===== config.mk =====
export PLATFORM = sky130hd
export DESIGN_NAME = mport_fifo
export DESIGN_NICKNAME = d
export VERILOG_FILES = /design/src/rtl/mport_fifo_pkg.sv /design/src/rtl/mport_fifo_alloc.sv /design/src/rtl/mport_fifo.sv
export SDC_FILE = /design/constraint.sdc
export NUM_CORES = 1
export LEC_CHECK = 0
export ABC_CLOCK_PERIOD_IN_PS = 5600
export CAP_MARGIN = 15
export CORE_ASPECT_RATIO = 2
export CORE_MARGIN = 1.5
export CORE_UTILIZATION = 40
export CTS_CLUSTER_SIZE = 25
export DETAILED_ROUTE_END_ITERATION = 6
export PLACE_DENSITY_LB_ADDON = 0.1
export SYNTH_ARGS = -nofsm -noshare
export SYNTH_HDL_FRONTEND = slang
export SYNTH_SLANG_ARGS = --single-unit

===== constraint.sdc =====
create_clock -name clk -period 5.6 [get_ports clk]
set_input_delay 1.68 -clock clk [delete_from_list [all_inputs] [get_ports clk]]
set_output_delay 1.68 -clock clk [all_outputs]
set_load 0.05 [all_outputs]

===== src/rtl/mport_fifo_pkg.sv =====
// Shared constants and arithmetic helpers for the multi-port FIFO.
package mport_fifo_pkg;

    localparam int unsigned MAX_PORTS = 8;

    function automatic logic [3:0] popcount8(input logic [7:0] v);
        logic [3:0] n;
        n = '0;
        for (int unsigned i = 0; i < 8; i++) begin
            n = n + 4'(v[i]);
        end
        return n;
    endfunction

    // Pointer advance modulo an arbitrary depth; ptr + k must stay below 2*depth.
    function automatic logic [7:0] wrap_add(input logic [7:0] ptr, input logic [3:0] k,
                                            input logic [8:0] depth);
        logic [8:0] sum;
        sum = {1'b0, ptr} + {5'b0, k};
        if (sum >= depth) begin
            sum = sum - depth;
        end
        return sum[7:0];
    endfunction

endpackage


===== src/rtl/mport_fifo_alloc.sv =====
// Ranks asserted requests in ascending port order and grants the first 'capacity' of them.
module mport_fifo_alloc
    import mport_fifo_pkg::*;
#(
    parameter int unsigned PORTS = 2,
    parameter int unsigned CW    = 5
) (
    input  logic [PORTS-1:0]      req_i,
    input  logic [CW-1:0]         cap_i,
    output logic [PORTS-1:0]      grant_o,
    output logic [PORTS-1:0]      fail_o,
    output logic [PORTS-1:0][2:0] rank_o,
    output logic [3:0]            acc_o
);

    always_comb begin
        logic [MAX_PORTS-1:0] req8;
        logic [3:0]           nreq;
        logic [3:0]           below;
        req8    = MAX_PORTS'(req_i);
        nreq    = popcount8(req8);
        acc_o   = (32'(nreq) < 32'(cap_i)) ? nreq : 4'(cap_i);
        grant_o = '0;
        fail_o  = '0;
        rank_o  = '0;
        below   = '0;
        for (int unsigned i = 0; i < PORTS; i++) begin
            // rank = number of asserted requests on lower-indexed ports
            below      = popcount8(req8 & ((8'd1 << i) - 8'd1));
            rank_o[i]  = below[2:0];
            grant_o[i] = req_i[i] && (32'(below) < 32'(cap_i));
            fail_o[i]  = req_i[i] && !(32'(below) < 32'(cap_i));
        end
    end

endmodule


===== src/rtl/mport_fifo.sv =====
// Multi-port synchronous FIFO: several writes and reads per cycle over one circular buffer.
module mport_fifo
    import mport_fifo_pkg::*;
#(
    parameter int unsigned WIDTH     = 32,
    parameter int unsigned DEPTH     = 16,
    parameter int unsigned WR_PORTS  = 2,
    parameter int unsigned RD_PORTS  = 2,
    parameter int unsigned AFULL_LVL = DEPTH - 2
) (
    input  logic                               clk,
    input  logic                               srst,
    input  logic [WR_PORTS-1:0][WIDTH-1:0]     din,
    input  logic [WR_PORTS-1:0]                wr_en,
    output logic [WR_PORTS-1:0]                wr_fail,
    input  logic [RD_PORTS-1:0]                rd_en,
    output logic [RD_PORTS-1:0][WIDTH-1:0]     dout,
    output logic [RD_PORTS-1:0]                rd_valid,
    output logic [RD_PORTS-1:0]                rd_fail,
    output logic                               full,
    output logic                               empty,
    output logic                               almost_full,
    output logic [$clog2(DEPTH+1)-1:0]         data_count
);

    localparam int unsigned PW = $clog2(DEPTH);
    localparam int unsigned CW = $clog2(DEPTH + 1);

    logic [WIDTH-1:0] ram_q [DEPTH];

    logic [PW-1:0] wr_ptr_q, wr_ptr_d;
    logic [PW-1:0] rd_ptr_q, rd_ptr_d;
    logic [CW-1:0] count_q, count_d;
    logic [CW-1:0] free_w, avail_w;

    logic [WR_PORTS-1:0]      wr_grant, wr_fail_d, wr_fail_q;
    logic [WR_PORTS-1:0][2:0] wr_rank;
    logic [3:0]               wr_acc;
    logic [PW-1:0]            wr_addr [WR_PORTS];

    logic [RD_PORTS-1:0]            rd_grant, rd_fail_d, rd_fail_q, rd_valid_q;
    logic [RD_PORTS-1:0][2:0]       rd_rank;
    logic [3:0]                     rd_acc;
    logic [PW-1:0]                  rd_addr [RD_PORTS];
    logic [RD_PORTS-1:0][WIDTH-1:0] dout_q;

    mport_fifo_alloc #(.PORTS(WR_PORTS), .CW(CW)) u_wr_alloc (
        .req_i   (wr_en),
        .cap_i   (free_w),
        .grant_o (wr_grant),
        .fail_o  (wr_fail_d),
        .rank_o  (wr_rank),
        .acc_o   (wr_acc)
    );

    mport_fifo_alloc #(.PORTS(RD_PORTS), .CW(CW)) u_rd_alloc (
        .req_i   (rd_en),
        .cap_i   (avail_w),
        .grant_o (rd_grant),
        .fail_o  (rd_fail_d),
        .rank_o  (rd_rank),
        .acc_o   (rd_acc)
    );

    always_comb begin
        free_w  = CW'(DEPTH) - count_q;
        avail_w = count_q;
        for (int unsigned i = 0; i < WR_PORTS; i++) begin
            wr_addr[i] = PW'(wrap_add(8'(wr_ptr_q), {1'b0, wr_rank[i]}, 9'(DEPTH)));
        end
        for (int unsigned i = 0; i < RD_PORTS; i++) begin
            rd_addr[i] = PW'(wrap_add(8'(rd_ptr_q), {1'b0, rd_rank[i]}, 9'(DEPTH)));
        end
        wr_ptr_d = PW'(wrap_add(8'(wr_ptr_q), wr_acc, 9'(DEPTH)));
        rd_ptr_d = PW'(wrap_add(8'(rd_ptr_q), rd_acc, 9'(DEPTH)));
        // acc_w <= free keeps the partial sum within CW bits; acc_r <= count keeps it non-negative
        count_d  = (count_q + CW'(wr_acc)) - CW'(rd_acc);
    end

    always_ff @(posedge clk) begin
        if (srst) begin
            wr_ptr_q   <= '0;
            rd_ptr_q   <= '0;
            count_q    <= '0;
            wr_fail_q  <= '0;
            rd_fail_q  <= '0;
            rd_valid_q <= '0;
            dout_q     <= '0;
        end else begin
            wr_ptr_q   <= wr_ptr_d;
            rd_ptr_q   <= rd_ptr_d;
            count_q    <= count_d;
            wr_fail_q  <= wr_fail_d;
            rd_fail_q  <= rd_fail_d;
            rd_valid_q <= rd_grant;
            for (int unsigned i = 0; i < RD_PORTS; i++) begin
                if (rd_grant[i]) begin
                    dout_q[i] <= ram_q[rd_addr[i]];
                end
            end
        end
    end

    always_ff @(posedge clk) begin
        for (int unsigned i = 0; i < WR_PORTS; i++) begin
            if (!srst && wr_grant[i]) begin
                ram_q[wr_addr[i]] <= din[i];
            end
        end
    end

    assign wr_fail     = wr_fail_q;
    assign rd_fail     = rd_fail_q;
    assign rd_valid    = rd_valid_q;
    assign dout        = dout_q;
    assign data_count  = count_q;
    assign full        = (count_q == CW'(DEPTH));
    assign empty       = (count_q == '0);
    assign almost_full = (32'(count_q) >= 32'(AFULL_LVL));

endmodule


==> results.md <==
- Nets: 2,298
- Clock-pin slew on the worst setup and hold paths: 0.07 ns
- Worst min path class: flop to flop
- Vias in the first global route: 22,231
- Gate Count Post-Synth: 2,116
- Initial Utilization: 40.19%
- Rows: 152
- Reg2reg start: data_count[0]$_SDFF_PP0_
- Die H: 417.7 um
- WL/cell: 34.85 um
- Post-synth top flop: edfxtp_1
- Clk_lat worst skew: 0.64 ns
- Share of cells above drive strength 1: 43.95%
- Met3 usage: 3.340%
- Final setup fails: 0
- # IOs: 148
- Initial antenna violation count: 6
- GR Layer Usage met1: 30.07%
- Vias/cell: 6.177
- Synthesized area: 34,400 um2
- Largest net degree at the start of global routing: 90
- Worst hold stages: 1
- Post-CTS sizing: 0
- Hold EP: dout[44]$_SDFFE_PP0P_
- Count leader, synth: edfxtp_1
- Crit-path most repeated cell: ha_1
- First-pass GRT wire length: 164.4 mm
- Depth of the CTS H-tree: 2
- Worst-path cell chain: inv_1 > ha_1 > and3_1 > ha_1 > clkdlybuf4s50_1
- Final HPWL DP: 70.67 mm
- Synth top area share: 44.70%
- RSZ-0062 raised after global routing: false
- Pleak: 14.16 nW
- Syn avg cell area: 16.26 um2
- Final Cell Area: 39,220 um2
- Synth Warn #: 0
- CTS sink count: 595
- Clock root buffer: clkbuf_16
- Critical path's largest stage delay: 0.70 ns
- Final wirelength: 115.9 mm
- Worst Path Arrival: 2.81 ns
- Grt total ovfl: 0
- Hold Fails Final Rpt: 0
- Tcrit/Tclk final: 80.16%
- Largest area contributor in the netlist: edfxtp_1
- Layout area overhead: 14.03%
- Seq/Total Area, Yosys: 49.53%
- DRT Pass-1 Iters: 5
- Slew Limit Fails: 0
- Setup Buffers After CTS: 0
- Crit Path Max Fanout: 12
- ANT nets after route: 0
- Crit. End Element: output port
- Total power: 19.44 mW
- Placed Area: 37,170 um2
- Fillers: 7,490
- Fin util: 45.83%
- Core area: 85,580 um2
- Min cycle time layout: 4.489 ns
- CTS Hold Bufs: 0
- EDFF count, synth: 512
- Ys async rst share: 0%
- DR vias: 20,550
- Max Clk Rate: 0.2228 GHz
- Top cells by count, synth: 512 x edfxtp_1, 261 x mux2_4, 256 x mux4_2
- Worst Path Required: 3.92 ns
- Power Density: 495.6 nW/um2
- Final setup TNS: 0 ns
- R2R depth: 14
- Crit-path slowest cell: clkdlybuf4s50_1
- Hold path startpoint: dout[44]$_SDFFE_PP0P_
- Starting DRT DRC Count: 1,658
- Most Used Layer, Global Route: met2
- CTS Buf Count: 59
- R2R Setup Slk: 1.61 ns
- CP Class: flop to output port
- CTS tree: built
- Worst flop-to-flop path endpoint: data_count[4]$_SDFF_PP0_
- Synth top area cells: edfxtp_1 45%, mux4_2 17%, mux2_4 11%, mux2_2 7.7%, dfxtp_1 4.8%
- Worst slew pin tran: 1.064 ns
- # port buffers: 147
- Startpoint Class: flop
- Die X: 210.4 um
- Final Wtd Congestion: 0.7954
- Met2 Usage GRT: 50.12%
- Outcome: completed
- Gr usage total: 26.58%
- Maximum vdd drop: 0.2642 mV
- Number of synthesized register bits: 595
- Die area: 87,870 um2
- Clock Skews: 0.01609 ns
- Max-Cap Viols: 0
- Number of remaining DRC errors: 0
- Post-synthesis cell type count: 56
- Worst-case clock buffer depth: 3
- Headroom to the max-slew limit: 28.75%
[critical path: cells and delay by family (launching register included)]
kind	cells	cell delay, ns
flip-flops	1	0.58
adder cells (fa/ha/maj)	2	0.47
buffers and inverters	2	0.89
AND/OR/NAND/NOR	1	0.22
[metrics by stage]
stage                     hold WS, ns  std cells  setup WS, ns
after global placement         0.4500       3216        0.4925
after floorplan                0.5643       2119        0.2057
after CTS                      0.4663       3326         1.042
after global routing           0.4766       3326        0.9431
after detailed placement       0.4516       3216        0.5955
final                          0.4614       3327         1.111
[metal layers]
layer	share of wire, %	up-vias
met5	0.053	-
met4	4.2	10
met3	4.4	239
met2	55	726
met1	36	10956
li1	-	8619
[worst max path at each step]
stage,start,to,slack (ns),cells past startpoint
finish,data_count[0]$_SDFF_PP0_,empty,1.11,5
floorplan,srst,ram_q[4][0]$_DFFE_PP_,0.21,6
global placement,wr_en[0],data_count[4]$_SDFF_PP0_,0.49,14
global route,data_count[0]$_SDFF_PP0_,full,0.94,5
CTS,data_count[0]$_SDFF_PP0_,empty,1.04,5
detailed placement,wr_en[0],ram_q[3][19]$_DFFE_PP_,0.60,8
[layout by cell type (no fill, tap or decap), types with 7 or more instances in the layout]
| cell | count |
|---|---|
| buf_4 | 59 |
| a22oi_1 | 64 |
| mux4_2 | 256 |
| xnor2_1 | 8 |
| mux2_1 | 20 |
| a21oi_1 | 72 |
| nand2b_1 | 8 |
| clkbuf_8 | 8 |
| mux2_2 | 234 |
| a211o_1 | 32 |
| ha_1 | 23 |
| nand3_4 | 9 |
| clkdlybuf4s50_1 | 147 |
| nand3_2 | 7 |
| o21ai_4 | 16 |
| clkbuf_1 | 16 |
| mux2_4 | 261 |
| a22o_1 | 32 |
| bufinv_16 | 8 |
| clkbuf_16 | 62 |
| inv_1 | 11 |
| nand2_1 | 169 |
| buf_12 | 30 |
| nor2_1 | 16 |
| dfxtp_1 | 81 |
| edfxtp_1 | 512 |
[cell families after synthesis]
group / after synthesis / share of synthesized area [%]
compound gates: 236 / 4.838
fa+ha+maj: 29 / 1.142
simple gates: 240 / 3.452
buf+inv: 229 / 4.172
xor+xnor: 13 / 0.3310
flops: 595 / 49.53
other cells: 1 / 0.01090
mux: 773 / 36.53
[where the power goes]
| group | switching [mW] | internal [mW] | total (mW) |
|---|---|---|---|
| Combinational | 5.12 | 3.94 | 9.06 |
| Clock | 1.84 | 2.49 | 4.33 |
| Sequential | 0.557 | 5.49 | 6.04 |
| Total | 7.52 | 11.9 | 19.4 |
[cell type report]
cell class	instances	area (um2)	share of cell area (%)
diodes	1	2.502	0.006380
multi-input cells	1295	16220	41.36
clock inverters	24	325.3	0.8294
well taps	1078	1349	3.439
flip-flops and latches	595	17040	43.45
inverters	12	45.04	0.1148
repair buffers	236	2515	6.412
clock buffers	86	1722	4.389
[registers in the layout, indices dropped and copies added, names as in the netlist]
| signal | flops |
|---|---|
| dout | 64 |
| rd_ptr_q | 4 |
| wr_ptr_q | 4 |
| rd_fail | 2 |
| ram_q | 512 |
| wr_fail | 2 |
| data_count | 5 |
| rd_valid | 2 |
Note: power is estimated with default switching activity, not from simulation.
